$ cat src/rtl/mem_arbiter.sv
// mem_arbiter
// Three-way arbiter in front of a single-port RAM with two-cycle read latency.
// Requesters: instruction fetch (f_*), data load/store (d_*) and io reads (i_*).
// One transaction is in flight at a time: IDLE picks a winner and registers the
// RAM address/data, ACCESS pulses the grant (and the write for a store), and
// reads continue through RD1/RD2, where the winner's rvalid pulses.
//
// Ports:
//   clk, reset                 clock, asynchronous active-low reset
//   f_req, f_addr              fetch read request; f_gnt, f_rvalid pulses
//   d_req, d_we, d_addr,       data request (d_we=1 store); d_gnt, d_rvalid pulses
//   d_wdata
//   i_req, i_addr              io read request; i_gnt, i_rvalid pulses
//   rdata                      shared read data (straight from mem_rdata)
//   mem_addr, mem_wdata,       registered RAM address, write data, write enable
//   mem_wren
//   mem_rdata                  RAM read data, valid two cycles after the address
//   busy                       high whenever a transaction is in flight
module mem_arbiter #(
    parameter int AW          = 16,
    parameter int DW          = 16,
    parameter int IO_MAX_WAIT = 4
) (
    input  logic          clk,
    input  logic          reset,
    input  logic          f_req,
    input  logic [AW-1:0] f_addr,
    output logic          f_gnt,
    output logic          f_rvalid,
    input  logic          d_req,
    input  logic          d_we,
    input  logic [AW-1:0] d_addr,
    input  logic [DW-1:0] d_wdata,
    output logic          d_gnt,
    output logic          d_rvalid,
    input  logic          i_req,
    input  logic [AW-1:0] i_addr,
    output logic          i_gnt,
    output logic          i_rvalid,
    output logic [DW-1:0] rdata,
    output logic [AW-1:0] mem_addr,
    output logic [DW-1:0] mem_wdata,
    output logic          mem_wren,
    input  logic [DW-1:0] mem_rdata,
    output logic          busy
);

    localparam int IOW = (IO_MAX_WAIT < 1) ? 1 : $clog2(IO_MAX_WAIT + 1);
    localparam logic [IOW-1:0] IO_MAX = IOW'(IO_MAX_WAIT);

    typedef enum logic [1:0] {IDLE, ACCESS, RD1, RD2} state_t;
    typedef enum logic [1:0] {W_NONE, W_FETCH, W_DATA, W_IO} winner_t;

    state_t         state, state_next;
    winner_t        winner, pick;
    logic [IOW-1:0] io_wait;

    // Arbitration: data > fetch > io, except that an io requester that has
    // lost IO_MAX_WAIT decisions in a row is forced through.
    always_comb begin
        pick = W_NONE;
        if (i_req && (io_wait == IO_MAX)) begin
            pick = W_IO;
        end else if (d_req) begin
            pick = W_DATA;
        end else if (f_req) begin
            pick = W_FETCH;
        end else if (i_req) begin
            pick = W_IO;
        end
    end

    // State register.
    always_ff @(posedge clk or negedge reset) begin
        if (!reset) begin
            state <= IDLE;
        end else begin
            state <= state_next;
        end
    end

    // Next state and decoded strobes. mem_wren is only ever set for a store,
    // so it doubles as the store/read flag when leaving ACCESS.
    always_comb begin
        state_next = state;
        f_gnt      = 1'b0;
        d_gnt      = 1'b0;
        i_gnt      = 1'b0;
        f_rvalid   = 1'b0;
        d_rvalid   = 1'b0;
        i_rvalid   = 1'b0;
        busy       = (state != IDLE);
        case (state)
            IDLE: begin
                if (pick != W_NONE) begin
                    state_next = ACCESS;
                end
            end
            ACCESS: begin
                f_gnt      = (winner == W_FETCH);
                d_gnt      = (winner == W_DATA);
                i_gnt      = (winner == W_IO);
                state_next = mem_wren ? IDLE : RD1;
            end
            RD1: begin
                state_next = RD2;
            end
            RD2: begin
                f_rvalid   = (winner == W_FETCH);
                d_rvalid   = (winner == W_DATA);
                i_rvalid   = (winner == W_IO);
                state_next = IDLE;
            end
            default: begin
                state_next = IDLE;
            end
        endcase
    end

    // Transaction capture at the IDLE decision. Everything the RAM sees is
    // latched here, so requesters may change their inputs afterwards without
    // disturbing the transaction in flight.
    always_ff @(posedge clk or negedge reset) begin
        if (!reset) begin
            winner    <= W_NONE;
            io_wait   <= '0;
            mem_addr  <= '0;
            mem_wdata <= '0;
            mem_wren  <= 1'b0;
        end else if ((state == IDLE) && (pick != W_NONE)) begin
            winner <= pick;
            case (pick)
                W_DATA:  mem_addr <= d_addr;
                W_FETCH: mem_addr <= f_addr;
                default: mem_addr <= i_addr;
            endcase
            mem_wdata <= (pick == W_DATA) ? d_wdata : '0;
            mem_wren  <= (pick == W_DATA) && d_we;
            if (pick == W_IO) begin
                io_wait <= '0;
            end else if (i_req && (io_wait != IO_MAX)) begin
                io_wait <= io_wait + IOW'(1);
            end
        end else if (state == ACCESS) begin
            mem_wren <= 1'b0;
        end
    end

    assign rdata = mem_rdata;

endmodule

$ cat config.mk
export PLATFORM = sky130hd
export DESIGN_NAME = mem_arbiter
export DESIGN_NICKNAME = d
export VERILOG_FILES = /design/src/rtl/mem_arbiter.sv
export SDC_FILE = /design/constraint.sdc
export NUM_CORES = 1
export LEC_CHECK = 0
export ABC_AREA = 1
export BUFFER_PORTS_ARGS = -buffer_cell sky130_fd_sc_hd__buf_2
export CAP_MARGIN = 20
export CORE_ASPECT_RATIO = 0.7
export CORE_UTILIZATION = 46
export DETAILED_ROUTE_END_ITERATION = 12
export PLACE_DENSITY = 0.95
export SYNTH_ARGS = -nofsm -noshare
export SYNTH_HDL_FRONTEND = slang
export SYNTH_SLANG_ARGS = --single-unit
$ cat constraint.sdc
create_clock -name clk -period 4.15 [get_ports clk]
set_input_delay 0.83 -clock clk [delete_from_list [all_inputs] [get_ports clk]]
set_output_delay 0.83 -clock clk [all_outputs]
set_load 0.05 [all_outputs]
# Word level (Yosys, flattened, before mapping)
# Cells that the tools add are included.
word_totals:
  out_inout_bits: 56
  reg_bits: 40
classes:
  eq_ne: 12
  n_addsub: 1
  muxes: 19
  reduce_logical: 10
op_table:
  columns: ["operator", "count"]
  rows:
  - ["one-hot mux 16 bit (2 select lines)", 1]
  - ["2-to-1 mux 16 bit", 1]
  - ["== test 2 bit, second input constant", 6]
  - ["2-to-1 mux 2 bit", 6]
  - ["2-to-1 mux 1 bit", 8]
  - ["one-hot mux 2 bit (4 select lines)", 1]
  - ["nonzero test 2 bit", 4]
  - ["== test 2 x 1 -> 1 bit, second input constant", 3]
  - ["2-to-1 mux 3 bit", 2]
  - ["logical AND 1 bit", 4]
  - ["adder 3 x 1 -> 3 bit, second input constant", 1]
  - ["== test 3 bit, second input constant", 1]
  - ["inequality test 3 bit, second input constant", 1]
  - ["logical NOT 2 bit", 1]
  - ["inequality test 2 bit, second input constant", 1]
  - ["AND reduction 2 bit", 1]

# Longest topological paths before layout
# Gate-level depths: netlist of the first run.
logic_depth:
  depth_word: 7
  depth_mapped: 12

# Worst setup path after synthesis of the first run
# No wires, ideal clock.
synth_timing:
  path_type: "flip-flop to output port"
  startpoint: "reg (tool-made name)"
  endpoint: "out d_gnt"
  stages_incl_launch_ff: 4
  t_arrival_ps: 1623
  path_slack_ps: 1697
  path_buffers: 0
  cell_sequence: "dfrtp_1 -> inv_1 -> nand2_1 -> nor3_1"
synth_lines:
  columns: ["item", "line_no", "source"]
  rows:
  - ["end, declared", "34", "output logic d_gnt,"]

# Worst setup path after layout of the first run
layout_timing:
  startpoint: "in i_req"
  endpoint: "reg mem_wdata[7]"
layout_between:
  elab_chain_cells: 6
layout_rtl:
  columns: ["item", "line_no", "source"]
  rows:
  - ["start, declared", "36", "input logic i_req,"]
  - ["2-to-1 mux 2 bit", "68", "end else if (i_req) begin"]
  - ["2-to-1 mux 2 bit", "66", "end else if (f_req) begin"]
  - ["2-to-1 mux 2 bit", "64", "end else if (d_req) begin"]
  - ["2-to-1 mux 2 bit *", "62", "if (i_req && (io_wait == IO_MAX)) begin"]
  - ["via pick[0]", "55", "winner_t winner, pick;"]
  - ["== test 2 bit or nonzero test 2 bit (tied branches)", "137, 130", null]
  - ["2-to-1 mux 16 bit or logical AND 1 bit (tied branches)", "137, 130", null]
  - ["end signal, assigned", "137", "mem_wdata <= (pick == W_DATA) ? d_wdata : '0;"]
  - ["end, declared", "42", "output logic [DW-1:0] mem_wdata,"]
# Mark *: on every way through the listed nets, which the timed path passes. The rest lies on a longest branch.
# A chain may end at the register's enable or synchronous reset.

==> results of run 1 <==
logic make-up (layout without fill, tap and decap cells):
family	after synthesis	in the layout	synth area share (%)
mux	16	16	7.19
flops	40	40	45.0
xor+xnor	1	1	0.394
buf+inv	44	131	12.5
simple gates	129	129	23.4
fa+ha+maj	4	4	2.25
compound gates	37	37	9.33
synthesized netlist by cell type:
cell,number
o21ai_1,10
nor2_4,1
nand3_2,1
o21ai_2,6
clkbuf_2,2
a21oi_1,1
buf_2,4
o21ai_0,20
buf_6,5
nand2_4,1
inv_1,13
buf_4,18
nand2_1,111
dfrtp_1,40
mux2i_1,16
nand3_1,6
nor2_1,3
clkbuf_1,2
nor3_1,6
ha_1,4
xor2_1,1
sequential cells by signal, indices dropped and copies added (netlist names), named ones only:
name       count
mem_addr      16
mem_wdata     16
io_wait        3
winner         2
mem_wren       1
state          1
power breakdown:
part	leakage (nW)	internal [mW]	switching [mW]	total [mW]
registers	0.516	0.540	0.0928	0.632
logic	1.01	0.263	0.825	1.09
clock network	0.0583	0.181	0.139	0.320
cell type report:
type	instances	area share [%]
Clock inverter	3	1.74
Timing Repair Buffer	110	20.2
Inverter	13	1.78
Clock buffer	5	2.52
Sequential cell	40	36.6
Multi-Input combinational cell	187	34.6
Tap cell	55	2.52
critical path, cell delays in order:
cell     delay [ns]
buf_2          0.12
o21ai_0        0.15
nand2_1        0.12
inv_1          0.08
ha_1           0.68
buf_4          0.31
nand2_1        0.07
o21ai_0        0.20
per-stage QoR:
step	std cells	instance area, µm²	util (%)	hold slack (ns)
finish	413	2740	61.1	0.483
global route	413	2740	61.1	0.505
global placement	405	2620	58.5	0.458
CTS	413	2740	61.1	0.485
detailed placement	405	2620	58.5	0.466
floorplan	271	2230	-	0.475
final timing paths:
kind / cells past startpoint / slack, ns / to / from
setup reg to reg: 7 / 1.83 / mem_addr[9]$_DFFE_PN0P_ / io_wait[0]$_DFFE_PN0P_
max in group asynchronous: 1 / 2.96 / mem_addr[12]$_DFFE_PN0P_ / reset
hold reg to reg: 2 / 0.48 / mem_addr[1]$_DFFE_PN0P_ / mem_addr[1]$_DFFE_PN0P_
hold / removal: 2 / 0.48 / mem_addr[1]$_DFFE_PN0P_ / mem_addr[1]$_DFFE_PN0P_
min in group asynchronous: 1 / 0.65 / asynchronous set/reset pin / reset
setup / recovery: 8 / 1.77 / mem_wdata[7]$_DFFE_PN0P_ / i_req
layer usage:
metal  GRT usage (%)  wire length, µm  vias to the layer above
met2            37.9             2470                       84
met4            6.30               46                        0
met1            24.8             2180                      910
li1                -                -                     1014
met5               0                0                        -
met3            5.66              386                        9
==> results.sh, run 1 <==
export IMPL_period_minus_slack_ns=2.38
export IMPL_critPathKind="in -> reg"
export IMPL_die_w_um=85.1
export IMPL_clk_pin_slew_ns=0.08
export IMPL_syn_inst=271
export IMPL_cp_start_kind="input port"
export IMPL_timing_final_ws_setup_ns=1.77
export IMPL_die_h_um=60.2
export IMPL_status="finished clean"
export IMPL_post_cts_resized=0
export IMPL_seqCellArea_um2=1000
export IMPL_area_delta_synth_final_pct=22.9
export IMPL_clock_fmax_ghz=0.420
export IMPL_slew_viol_final=0
export IMPL_grtUsageTotal_pct=20.9
export IMPL_hpwlAfterDp_um=3720
export IMPL_min_period_over_period_pct=57.3
export IMPL_cts_sinks=40
export IMPL_fillers=392
export IMPL_yosys_warnings=0
export IMPL_p_total_mw=2.04
export IMPL_ir_worst_vdd_mv=0.353
export IMPL_wl_per_cell_um=12.3
export IMPL_gp_congestion=0.754
export IMPL_cts_max_level=2
export IMPL_ys_ff_latch=40
export IMPL_postSynthAreaPerCell_um2=8.21
export IMPL_ant_nets=0
export IMPL_tightest_slew_ns=0.863
export IMPL_vias=2017
export IMPL_final_common_cell="nand2_1"
export IMPL_required_ns=4.34
export IMPL_antenna_cells=0
export IMPL_core_area_um2=4480
export IMPL_seq_area_frac_synth_pct=45.0
export IMPL_port_buffers=109
export IMPL_cap_violations=0
export IMPL_p_per_area_nw_per_um2=746
export IMPL_crit_path_end_kind="register"
export IMPL_route_detailed_drc=0
export IMPL_tritoncts="built"
export IMPL_fin_setup_tns_ns=0
export IMPL_multi_input_area_um2=947
export IMPL_yosysUniqueCellTypes=21
export IMPL_post_cts_buffers=0
export IMPL_synth_top_cells_by_area="dfrtp_1 (45%), nand2_1 (19%), mux2i_1 (7.2%)"
export IMPL_hold_buffers=0
export IMPL_max_clock_path_buffers=2
export IMPL_insertion_delay_ns=0.29
export IMPL_drtIter0Drc=63
export IMPL_power_leakage_nw=1.58
export IMPL_crit_fanout=23
export IMPL_skew_ns=0.00585
export IMPL_grt_pass1_vias=1826
export IMPL_grt_pass1_wl_um=8220
export IMPL_avgViaCountPerCell=4.88
export IMPL_yosys_area_top_type="dfrtp_1"
export IMPL_wirelength_um=5080
export IMPL_cts_buffers=5
export IMPL_slew_headroom_pct=42.5
export IMPL_grt_max_degree=69
export IMPL_cts_root_buf="clkbuf_8"
export IMPL_synth_top_cell_area_share_pct=45.0
export IMPL_ios=142
export IMPL_die_area_um2=5130
export IMPL_row_count=20
export IMPL_grt_overflow=0
export IMPL_finalSetupViolCount=0
export IMPL_grt_antenna_before_repair=0
export IMPL_crit_arrival_ns=2.57
export IMPL_syn_nets=361
export IMPL_nets=447
export IMPL_hold_path_class="reg -> reg"
export IMPL_dp_slack_ns=1.42
export IMPL_syn_area_um2=2230
export IMPL_drive_above_1_share_pct=35.5
export IMPL_firstDrtPassIters=4
export IMPL_start_util_pct=49.7
export IMPL_final_cell_mix="nand2_1 (111), buf_2 (109), dfrtp_1 (40)"
export IMPL_rsz0062_at_grt="false"
export IMPL_hold_viol=0
No activity file was read; power rests on OpenSTA's default activity.
==> inputs of run 2 (changes only) <==
--- a/config.mk
+++ b/config.mk
@@ -9,9 +9,9 @@
 export BUFFER_PORTS_ARGS = -buffer_cell sky130_fd_sc_hd__buf_2
 export CAP_MARGIN = 20
 export CORE_ASPECT_RATIO = 0.7
-export CORE_UTILIZATION = 46
+export CORE_UTILIZATION = 43
 export DETAILED_ROUTE_END_ITERATION = 12
-export PLACE_DENSITY = 0.95
+export PLACE_DENSITY = 0.9
 export SYNTH_ARGS = -nofsm -noshare
 export SYNTH_HDL_FRONTEND = slang
 export SYNTH_SLANG_ARGS = --single-unit
==> constraint.sdc (replaced) <==
create_clock -name clk -period 2.3 [get_ports clk]
set_input_delay 0.46 -clock clk [delete_from_list [all_inputs] [get_ports clk]]
set_output_delay 0.46 -clock clk [all_outputs]
set_load 0.05 [all_outputs]
==> results.sh, run 2 (synthesis gave the netlist of run 1 again) <==
export IMPL_status="finished clean"
export IMPL_antenna_cells=0
export IMPL_grt_pass1_vias=1820
export IMPL_vias=2008
export IMPL_grt_overflow=0
export IMPL_post_cts_buffers=0
export IMPL_tritoncts="built"
export IMPL_area_delta_synth_final_pct=23.4
export IMPL_gp_congestion=0.763
export IMPL_ant_nets=0
export IMPL_ios=142
export IMPL_port_buffers=109
export IMPL_drive_above_1_share_pct=36.0
export IMPL_rsz0062_at_grt="false"
export IMPL_insertion_delay_ns=0.28
export IMPL_crit_end="mem_addr[1]$_DFFE_PN0P_"
export IMPL_nets=451
export IMPL_rr_endpoint="mem_addr[1]$_DFFE_PN0P_"
export IMPL_slew_headroom_pct=42.3
export IMPL_crit_cells=10
export IMPL_top_regs="mem_addr x16, mem_wdata x16, io_wait x3"
export IMPL_fin_setup_tns_ns=0
export IMPL_row_count=21
export IMPL_crit_fanout=16
export IMPL_finalSetupViolCount=0
export IMPL_die_w_um=88.0
export IMPL_grt_pass1_wl_um=7980
export IMPL_cp_start_kind="register"
export IMPL_skew_ns=0.00239
export IMPL_place_inst=423
export IMPL_cts_max_level=2
export IMPL_start_util_pct=45.5
export IMPL_cp_slowest_stage_delay_ns=0.52
export IMPL_tightest_slew_ns=0.866
export IMPL_grtUsageTotal_pct=18.7
export IMPL_firstDrtPassIters=4
export IMPL_slowest_stage="ha_1"
export IMPL_avgViaCountPerCell=4.67
export IMPL_drtIter0Drc=66
export IMPL_critical_path_top_delay_family="adder cells"
export IMPL_cap_violations=0
export IMPL_hpwlAfterDp_um=3730
export IMPL_power_leakage_nw=1.58
export IMPL_p_per_area_nw_per_um2=1300
export IMPL_grt_max_degree=41
export IMPL_crit_start="io_wait[0]$_DFFE_PN0P_"
export IMPL_fillers=478
export IMPL_ir_worst_vdd_mv=0.580
export IMPL_dp_slack_ns=0.287
export IMPL_cts_root_buf="clkbuf_8"
export IMPL_r2r_slack_ns=0.32
export IMPL_die_h_um=62.2
export IMPL_route_detailed_drc=0
export IMPL_hold_buffers=0
export IMPL_post_cts_resized=0
export IMPL_final_common_cell="nand2_1"
export IMPL_final_cells=430
export IMPL_grt_antenna_before_repair=0
export IMPL_wirelength_um=4890
export IMPL_critPathKind="reg -> reg"
export IMPL_clk_pin_slew_ns=0.07
export IMPL_clock_fmax_ghz=0.505
export IMPL_crit_path_end_kind="register"
export IMPL_cts_buffers=5
export IMPL_wl_per_cell_um=11.4
export IMPL_slew_viol_final=0
export IMPL_crit_chain="inv_1 > ha_1 > nand3_1 > nand3_1 > inv_1 > ha_1 > nand2_1 > nand2_1 > mux2i_1 > o21ai_0"
export IMPL_post_route_util_pct=56.2
export IMPL_final_cell_mix="nand2_1 (111), buf_2 (109), dfrtp_1 (40)"
export IMPL_min_period_over_period_pct=86.1
export IMPL_period_minus_slack_ns=1.98
export IMPL_core_area_um2=4890
export IMPL_crit_arrival_ns=2.18
export IMPL_r2r_start="io_wait[0]$_DFFE_PN0P_"
export IMPL_die_area_um2=5470
export IMPL_max_clock_path_buffers=2
export IMPL_timing_final_ws_setup_ns=0.319
export IMPL_hold_viol=0
export IMPL_worstRegToRegCells=10
export IMPL_hold_path_class="in -> async"
export IMPL_cts_sinks=40
export IMPL_required_ns=2.49
export IMPL_worst_path_buf_inv=2
[run 2: worst min path at each step]
| stage | from | endpoint | slack, ns |
|---|---|---|---|
| global placement | mem_wdata[5]$_DFFE_PN0P_ | mem_wdata[5]$_DFFE_PN0P_ | 0.46 |
| detailed placement | mem_wdata[5]$_DFFE_PN0P_ | mem_wdata[5]$_DFFE_PN0P_ | 0.47 |
| global route | reset | mem_wdata[12]$_DFFE_PN0P_ | 0.36 |
| floorplan | reset | asynchronous set/reset pin | 0.16 |
| CTS | reset | mem_wdata[4]$_DFFE_PN0P_ | 0.31 |
| finish | reset | mem_wdata[0]$_DFFE_PN0P_ | 0.29 |
[run 2: area by class of cell]
type	count	area, µm²	area share [%]
Clock inverter	2	12.5	0.455
Multi-Input combinational cell	187	947	34.5
Timing Repair Buffer	114	583	21.2
Sequential cell	40	1000	36.4
Inverter	13	48.8	1.78
Clock buffer	5	68.8	2.50
Tap cell	69	86.3	3.14
[run 2: report_power, final]
group          internal [mW]  switching [mW]
clock                  0.205           0.225
sequential             0.974           0.168
combinational          0.495            1.49
total                   1.67            1.88
[run 2: through the flow]
| step | hold slack (ns) | power, mW | area (µm²) |
|---|---|---|---|
| 6_report | 0.288 | 3.56 | 2750 |
| 5_1_grt | 0.357 | 3.81 | 2750 |
| 4_1_cts | 0.308 | 3.60 | 2750 |
| 3_5_place_dp | 0.467 | 3.15 | 2670 |
| 3_3_place_gp | 0.457 | 3.10 | 2670 |
| 2_1_floorplan | 0.164 | 2.80 | 2230 |
[run 2: layer usage]
layer	routed length [µm]	GRT usage [%]
met1	2270	22.7
met2	2290	32.2
met3	320	5.45
met4	10	4.71
met5	0	0
